`config.mk`:
```
export PLATFORM = sky130hd
export DESIGN_NAME = rr_priority_arbiter8
export DESIGN_NICKNAME = d
export VERILOG_FILES = /design/src/rtl/rr_priority_arbiter8.sv
export SDC_FILE = /design/constraint.sdc
export NUM_CORES = 1
export LEC_CHECK = 0
export CORE_ASPECT_RATIO = 0.6
export CORE_MARGIN = 1.5
export CORE_UTILIZATION = 51
export CTS_CLUSTER_SIZE = 16
export DETAILED_ROUTE_END_ITERATION = 12
export PLACE_DENSITY = 0.76
export SLEW_MARGIN = 20
export SYNTH_ARGS = -nofsm -noshare
export SYNTH_HDL_FRONTEND = slang
export SYNTH_SLANG_ARGS = --single-unit
```
`constraint.sdc`:
```
create_clock -name clk -period 3.3 [get_ports clk]
set_input_delay 0.66 -clock clk [delete_from_list [all_inputs] [get_ports clk]]
set_output_delay 0.66 -clock clk [all_outputs]
set_load 0.02 [all_outputs]
```
`src/rtl/rr_priority_arbiter8.sv`:
```
// Eight-requester arbiter with fixed-priority or round-robin selection, a hold limit
// per grant, and a mandatory one-cycle gap between consecutive grants.
module rr_priority_arbiter8 #(
    parameter int unsigned MAX_HOLD = 16
) (
    input  logic       clk,
    input  logic       rst_n,
    input  logic [7:0] req,
    input  logic       rel,
    input  logic       mode,
    output logic [7:0] gnt,
    output logic [2:0] gnt_id,
    output logic       busy,
    output logic       timeout
);

    localparam int unsigned HW = $clog2(MAX_HOLD + 1);

    typedef enum logic [1:0] {IDLE, GRANT, GAP} state_t;

    state_t        state;
    logic [HW-1:0] hold_cnt;
    logic [2:0]    last_id;

    logic [2:0]    win_c;
    logic          any_req_c;
    logic          drop_c;
    logic          limit_c;

    // Winner: highest index in fixed mode; in round-robin, descend from last_id-1 so last_id comes last
    always_comb begin
        logic [2:0] idx;
        logic       found;
        win_c = 3'd0;
        idx   = 3'd0;
        found = 1'b0;
        if (!mode) begin
            for (int i = 0; i < 8; i++) begin
                if (req[i]) win_c = 3'(i);
            end
        end else begin
            for (int k = 1; k <= 8; k++) begin
                idx = last_id - 3'(k);
                if (!found && req[idx]) begin
                    win_c = idx;
                    found = 1'b1;
                end
            end
        end
    end

    assign any_req_c = |req;
    assign drop_c    = !req[gnt_id];
    assign limit_c   = (hold_cnt == HW'(MAX_HOLD));

    always_ff @(posedge clk or negedge rst_n) begin
        if (!rst_n) begin
            state    <= IDLE;
            gnt      <= 8'd0;
            gnt_id   <= 3'd0;
            busy     <= 1'b0;
            timeout  <= 1'b0;
            hold_cnt <= '0;
            last_id  <= 3'd0;
        end else begin
            timeout <= 1'b0;
            case (state)
                IDLE, GAP: begin
                    if (any_req_c) begin
                        state    <= GRANT;
                        gnt      <= 8'd1 << win_c;
                        gnt_id   <= win_c;
                        busy     <= 1'b1;
                        hold_cnt <= HW'(1);
                        last_id  <= win_c;
                    end else begin
                        state    <= IDLE;
                        gnt      <= 8'd0;
                        gnt_id   <= 3'd0;
                        busy     <= 1'b0;
                        hold_cnt <= '0;
                    end
                end
                GRANT: begin
                    if (rel || drop_c || limit_c) begin
                        state    <= GAP;
                        gnt      <= 8'd0;
                        gnt_id   <= 3'd0;
                        busy     <= 1'b0;
                        hold_cnt <= '0;
                        // Release or a dropped request outranks the hold limit
                        timeout  <= limit_c && !rel && !drop_c;
                    end else begin
                        hold_cnt <= hold_cnt + HW'(1);
                    end
                end
                default: begin
                    state    <= IDLE;
                    gnt      <= 8'd0;
                    gnt_id   <= 3'd0;
                    busy     <= 1'b0;
                    hold_cnt <= '0;
                end
            endcase
        end
    end

endmodule

```
; Word level (Yosys, flattened, before mapping)
; Index checks and enable logic that the tools add are counted.
[totals]
reg_bits = 23
input_bits = 12
[classes]
add_sub_neg = 8
order_cmp = 9
n_eq_ne = 4
n_shift = 1
mux = 65
n_reduce_logical = 24
[ops]
columns = operator, n
row1 = $mux W3, 17
row2 = $lt A3 B4 Y1 const B, 9
row3 = $mux W1, 30
row4 = $bmux W1 S3, 9
row5 = $mux W8, 2
row6 = $pmux W8 S2, 1
row7 = $sub A3 B3 Y3 const B, 4
row8 = $pmux W5 S2, 1
row9 = $logic_and A1 B1 Y1, 9
row10 = $logic_not A1 Y1, 9
row11 = $reduce_or A8 Y1, 1
row12 = $shl A1 B3 Y8 const A, 1
row13 = $pmux W3 S2, 1
row14 = $sub A3 B2 Y3 const B, 2
row15 = $add A5 B1 Y5 const B, 1
row16 = $eq A5 B5 Y1 const B, 1
row17 = $mux W5, 1
row18 = $pmux W2 S2, 1
row19 = $sub A3 B1 Y3 const B, 1
row20 = $eq A2 B1 Y1 const B, 1
row21 = $eq A2 B2 Y1 const B, 1
row22 = $logic_not A2 Y1, 1
row23 = $logic_or A1 B1 Y1, 2
row24 = $mux W2, 1
row25 = 4 further kinds, 4

; Longest topological paths before layout
[logic_depth]
depth_word = 36
ltp_mapped = 14

; Worst setup path before layout
; No wires, ideal clock.
[synth_path]
path_kind = reg2reg
from = register last_id[1]
to = register gnt[0]
arrival_ns = 3.265
t_required_ns = 3.190
slack_ns = -0.075
path_stages_with_launch = 14
path_buffers = 3
path_cell_list = dfrtp_1 buf_6 buf_2 inv_1 ha_1 buf_2 mux2_2 mux4_2 o32a_1 o31ai_1 a22oi_1 o21ai_1 a21boi_2 o41ai_1
[synth_between]
elab_chain_cells = 36
word_cells_on_any_way = 63
cone_classes = add/sub (7) / shift (1) / mux (41) / reduce/logical (14)
[synth_rtl]
columns = element, line
row1 = "start, declared", 23  ; logic [2:0] last_id;
row2 = "start signal, assigned", 75  ; last_id <= win_c;
row3 = $sub A3 B1 Y3, 43  ; idx = last_id - 3'(k);
row4 = $bmux W1 S3, 44  ; if (!found && req[idx]) begin
row5 = $mux W1 (not written as such), 44
row6 = $mux W1, 44
row7 = $mux W1, 37  ; if (!mode) begin
row8 = $logic_not A1 Y1, 44
row9 = $logic_and A1 B1 Y1, 44
row10 = $mux W1, 44
row11 = [20 not listed], -
row12 = $mux W1, 37
row13 = $logic_not A1 Y1, 44
row14 = $logic_and A1 B1 Y1, 44
row15 = $mux W3 (*), 44
row16 = $mux W3 (*), 37
row17 = $shl A1 B3 Y8 (*), 71  ; gnt <= 8'd1 << win_c;
row18 = $mux W8 (*), 69  ; if (any_req_c) begin
row19 = $pmux W8 S2 (*), 67  ; case (state)
row20 = "end signal, assigned", 71
row21 = "end, declared", 11  ; output logic [7:0] gnt,
; Mark *: on every way between the ends. The rest lies on a longest branch, timed or not. The select of a mux whose other input is x is not followed.
; A chain may end at the register's enable or synchronous reset.

; Worst setup path after layout
[layout_path]
from = input port req[6]
to = register gnt[1]
[layout_between]
elab_chain_cells = 35
word_cells_on_any_way = 65
cone_classes = eq/ne (1) / shift (1) / mux (45) / reduce/logical (18)
[layout_rtl]
columns = element, line
row1 = "start, declared", 8  ; input logic [7:0] req,
row2 = $bmux W1 S3, 44
row3 = $mux W1 (not written as such), 44
row4 = $mux W1, 44
row5 = $mux W1, 37
row6 = $logic_not A1 Y1, 44
row7 = $logic_and A1 B1 Y1, 44
row8 = $mux W1, 44
row9 = $mux W1, 37
row10 = [19 not listed], -
row11 = $mux W1, 37
row12 = $logic_not A1 Y1, 44
row13 = $logic_and A1 B1 Y1, 44
row14 = $mux W3, 44
row15 = $mux W3, 37
row16 = $shl A1 B3 Y8, 71
row17 = $mux W8, 69
row18 = $pmux W8 S2, 67
; Several ways; a longest one is shown, not always the timed one. The select of a mux whose other input is x is not followed.

==> flow_metrics.tcl <==
set metrics [dict create \
    coreArea_mm2 0.00408 \
    fmax_mhz 306 \
    wl_per_cell_um 20.3 \
    ioPinCount 25 \
    reg2reg_to "gnt[1]" \
    synth_cell_types 55 \
    maxCapViolations 0 \
    n_antenna_cell 0 \
    final_common_cell "buf_4" \
    nets 286 \
    power_frac_seq_pct 12.6 \
    synth_seq_cells 22 \
    hp-start "gnt[5]" \
    tightest_slew_ps 956 \
    critPathCaptureType "register" \
    h-tree-depth 1 \
    drive_above_1_share_pct 34.2 \
    area_delta_synth_final_pct 30.7 \
    setup_viol 0 \
    netlist_area_mm2 0.00215 \
    required_ps 3460 \
    ys.flop_type "dfrtp_1" \
    antenna_found_initial 0 \
    yosys_warnings 0 \
    cts_root_buf "clkbuf_8" \
    clock_skew_ps 5.56 \
    power_frac_clock_pct 5.8 \
    synth_xor_area_share_pct 2.44 \
    synthAdderAreaFrac_pct 2.32 \
    maxSlewHeadroom_pct 36.0 \
    async_reset_ff_share_pct 100 \
    switching_share_pct 48.1 \
    p_sw_uw 1660 \
    p_int_uw 1790 \
    numCtsBuffers 3 \
    synthMuxAreaShare_pct 28.4 \
    slew_viol_final 0 \
    synth_edf_count 0 \
    hp-class "reg -> reg" \
    rrSetupSlack_ps 60 \
    grt_pass1_vias 1914 \
    dp_hpwl_um 4880 \
    power_density_mw_per_mm2 1230 \
    rr_startpoint "last_id[1]" \
    drt_iter0_markers 237 \
    grt_pass1_wl_um 10100 \
    reg2reg_depth 10 \
    drt_wl_total_um 6680 \
    path_class "in -> reg" \
    via_count 2155 \
    final_util_pct 69.1 \
    grt.total_usage_pct 30.2 \
    ir_drop_uv 563 \
    synth_cells 222 \
    postRouteAntennaNets 0 \
    p_leak_uw 0.00118 \
    status "complete, no violations" \
    portBuffers 24 \
    synth_top_family_by_area "multiplexers" \
    clk_latency_ps 270 \
    final_cell_mix "buf_4 (38), nand2_1 (23), clkdlybuf4s50_1 (23), dfrtp_1 (22), mux4_2 (19)" \
    synth_seq_area_share_pct 25.6 \
    cts_buffer_depth 2 \
    worst-path-max-fanout 6 \
    initial_core_util_pct 52.8 \
    rows 18 \
    min_period_over_period_pct 99.0 \
    numClockSinks 22 \
    firstDrtPassIters 5 \
    gp_congestion 1.07 \
    die_w_um 86.9 \
    grt_start_max_net_pins 23 \
    avgSynthCellArea_um2 9.70 \
    synth_compound_area_share_pct 18.8 \
    min_period_ps 3270 \
    synth-simple-area-share_pct 17.0 \
    tritoncts "yes" \
    worstPathArrival_ps 3430 \
    die_height_um 53.3 \
    ctsHoldBuffers 0 \
    die_area_mm2 0.00463 \
    overflow 0 \
    drc 0 \
    synth_nets 238 \
    postLayoutCellArea_mm2 0.00282 \
    clk_pin_slew_worst_paths_ps 80 \
    hold-path-endpoint "gnt[5]" \
    place_area_mm2 0.00265 \
    via_per_inst 6.55 \
    worstHoldPathCells 2 \
    startpoint_type "primary input" \
    hold_viol 0 \
    p_comb_share_pct 81.7 \
    fill_cells 305 \
]
synth_stat cells, types with 2 or more instances:
cell type	n	area, µm²
nand2_1	24	90.1
dfrtp_1	22	551
mux4_2	19	428
nor2_1	18	67.6
clkbuf_1	12	45.0
o21ai_0	8	40.0
inv_1	7	26.3
nand3_1	7	35.0
a21oi_1	6	30.0
mux2i_1	6	60.1
buf_2	5	25.0
mux2_2	5	56.3
a22o_1	4	35.0
ha_1	4	50.1
nand2b_1	4	25.0
nor3_1	4	20.0
nor4_1	4	25.0
o31ai_1	4	30.0
a31oi_1	3	18.8
mux2_4	3	45.0
o22ai_1	3	18.8
o2bb2ai_1	3	26.3
xnor2_1	3	26.3
xor2_1	3	26.3
a211oi_1	2	15.0
a221o_1	2	20.0
a22oi_1	2	15.0
a32o_1	2	20.0
and2_1	2	12.5
and3_1	2	12.5
inv_2	2	7.51
mux2_1	2	22.5
nor2b_1	2	12.5
o211ai_1	2	15.0
registers in the layout (all words and copies together), names as in the netlist:
signal,cells
timeout,1
last_id,3
state,2
hold_cnt,5
gnt_id,3
gnt,8
cells by family (layout without fill, tap and decap cells):
group                    Yosys count  count (layout)
AND/OR/NAND/NOR                   74              74
XOR/XNOR                           6               6
AO/OA/AOI/OAI                     53              53
flip-flops                        22              22
multiplexers                      35              35
adder cells (fa/ha/maj)            4               4
buffers and inverters             28              75
how the worst max path moves through the flow:
stage | startpoint | endpoint
floorplan | last_id[1] | gnt[0]
global placement | req[2] | gnt[1]
CTS | last_id[0] | gnt[1]
finish | req[6] | gnt[1]
detailed placement | req[2] | gnt[0]
global route | req[5] | gnt[0]
layer usage:
metal / wire length, µm / share of wire (%) / vias to the layer above / track usage (%)
li1: - / - / 939 / -
met1: 2960 / 44 / 1059 / 45.0
met2: 2740 / 41 / 140 / 38.6
met3: 866 / 13 / 17 / 13.3
met4: 107 / 1.6 / 0 / 7.80
met5: 0 / 0 / - / 0
worst max-delay path, cell delays in order:
cell	delay, ps
clkdlybuf4s50_1	480
mux2_2	320
mux4_2	470
o32a_1	450
nor2_2	230
a221o_1	210
o311a_4	240
inv_2	70
o41ai_4	290
metrics by stage:
stage	TNS [ps]	setup WS, ps	hold WS (ps)	power [µW]	cells
final	0	32.3	503	3450	329
after global routing	-42.3	-25.7	524	3630	329
after CTS	0	48.2	497	3130	326
after detailed placement	-1480	-188	478	2910	322
after global placement	-1320	-142	466	2880	322
after floorplan	-15.1	-15.1	364	2080	222
repair_timing:
item / CTS / global route
endpoints found under the setup margin: 4 / 13
resized for setup: 1 / 17
endpoints found under the hold margin: 0 / 0
setup buffers: 0 / 3
pin swaps: 0 / 7
layout make-up:
cell class	count	area (µm²)	share of cell area (%)
multi-input cells	172	1570	55.9
flip-flops and latches	22	551	19.6
well taps	60	75.1	2.67
repair buffers	62	528	18.8
inverters	9	33.8	1.20
clock buffers	4	55.1	1.96
power groups by stage:
| stage | Sequential, µW | Combinational, µW | Clock (µW) |
|---|---|---|---|
| 4_1_cts | 431 | 2500 | 201 |
| 2_1_floorplan | 476 | 1610 | 0 |
| 3_5_place_dp | 435 | 2480 | 0 |
| 3_3_place_gp | 431 | 2450 | 0 |
| 5_1_grt | 444 | 2980 | 210 |
| 6_report | 435 | 2820 | 199 |
No activity file was read; power rests on OpenSTA's default activity.
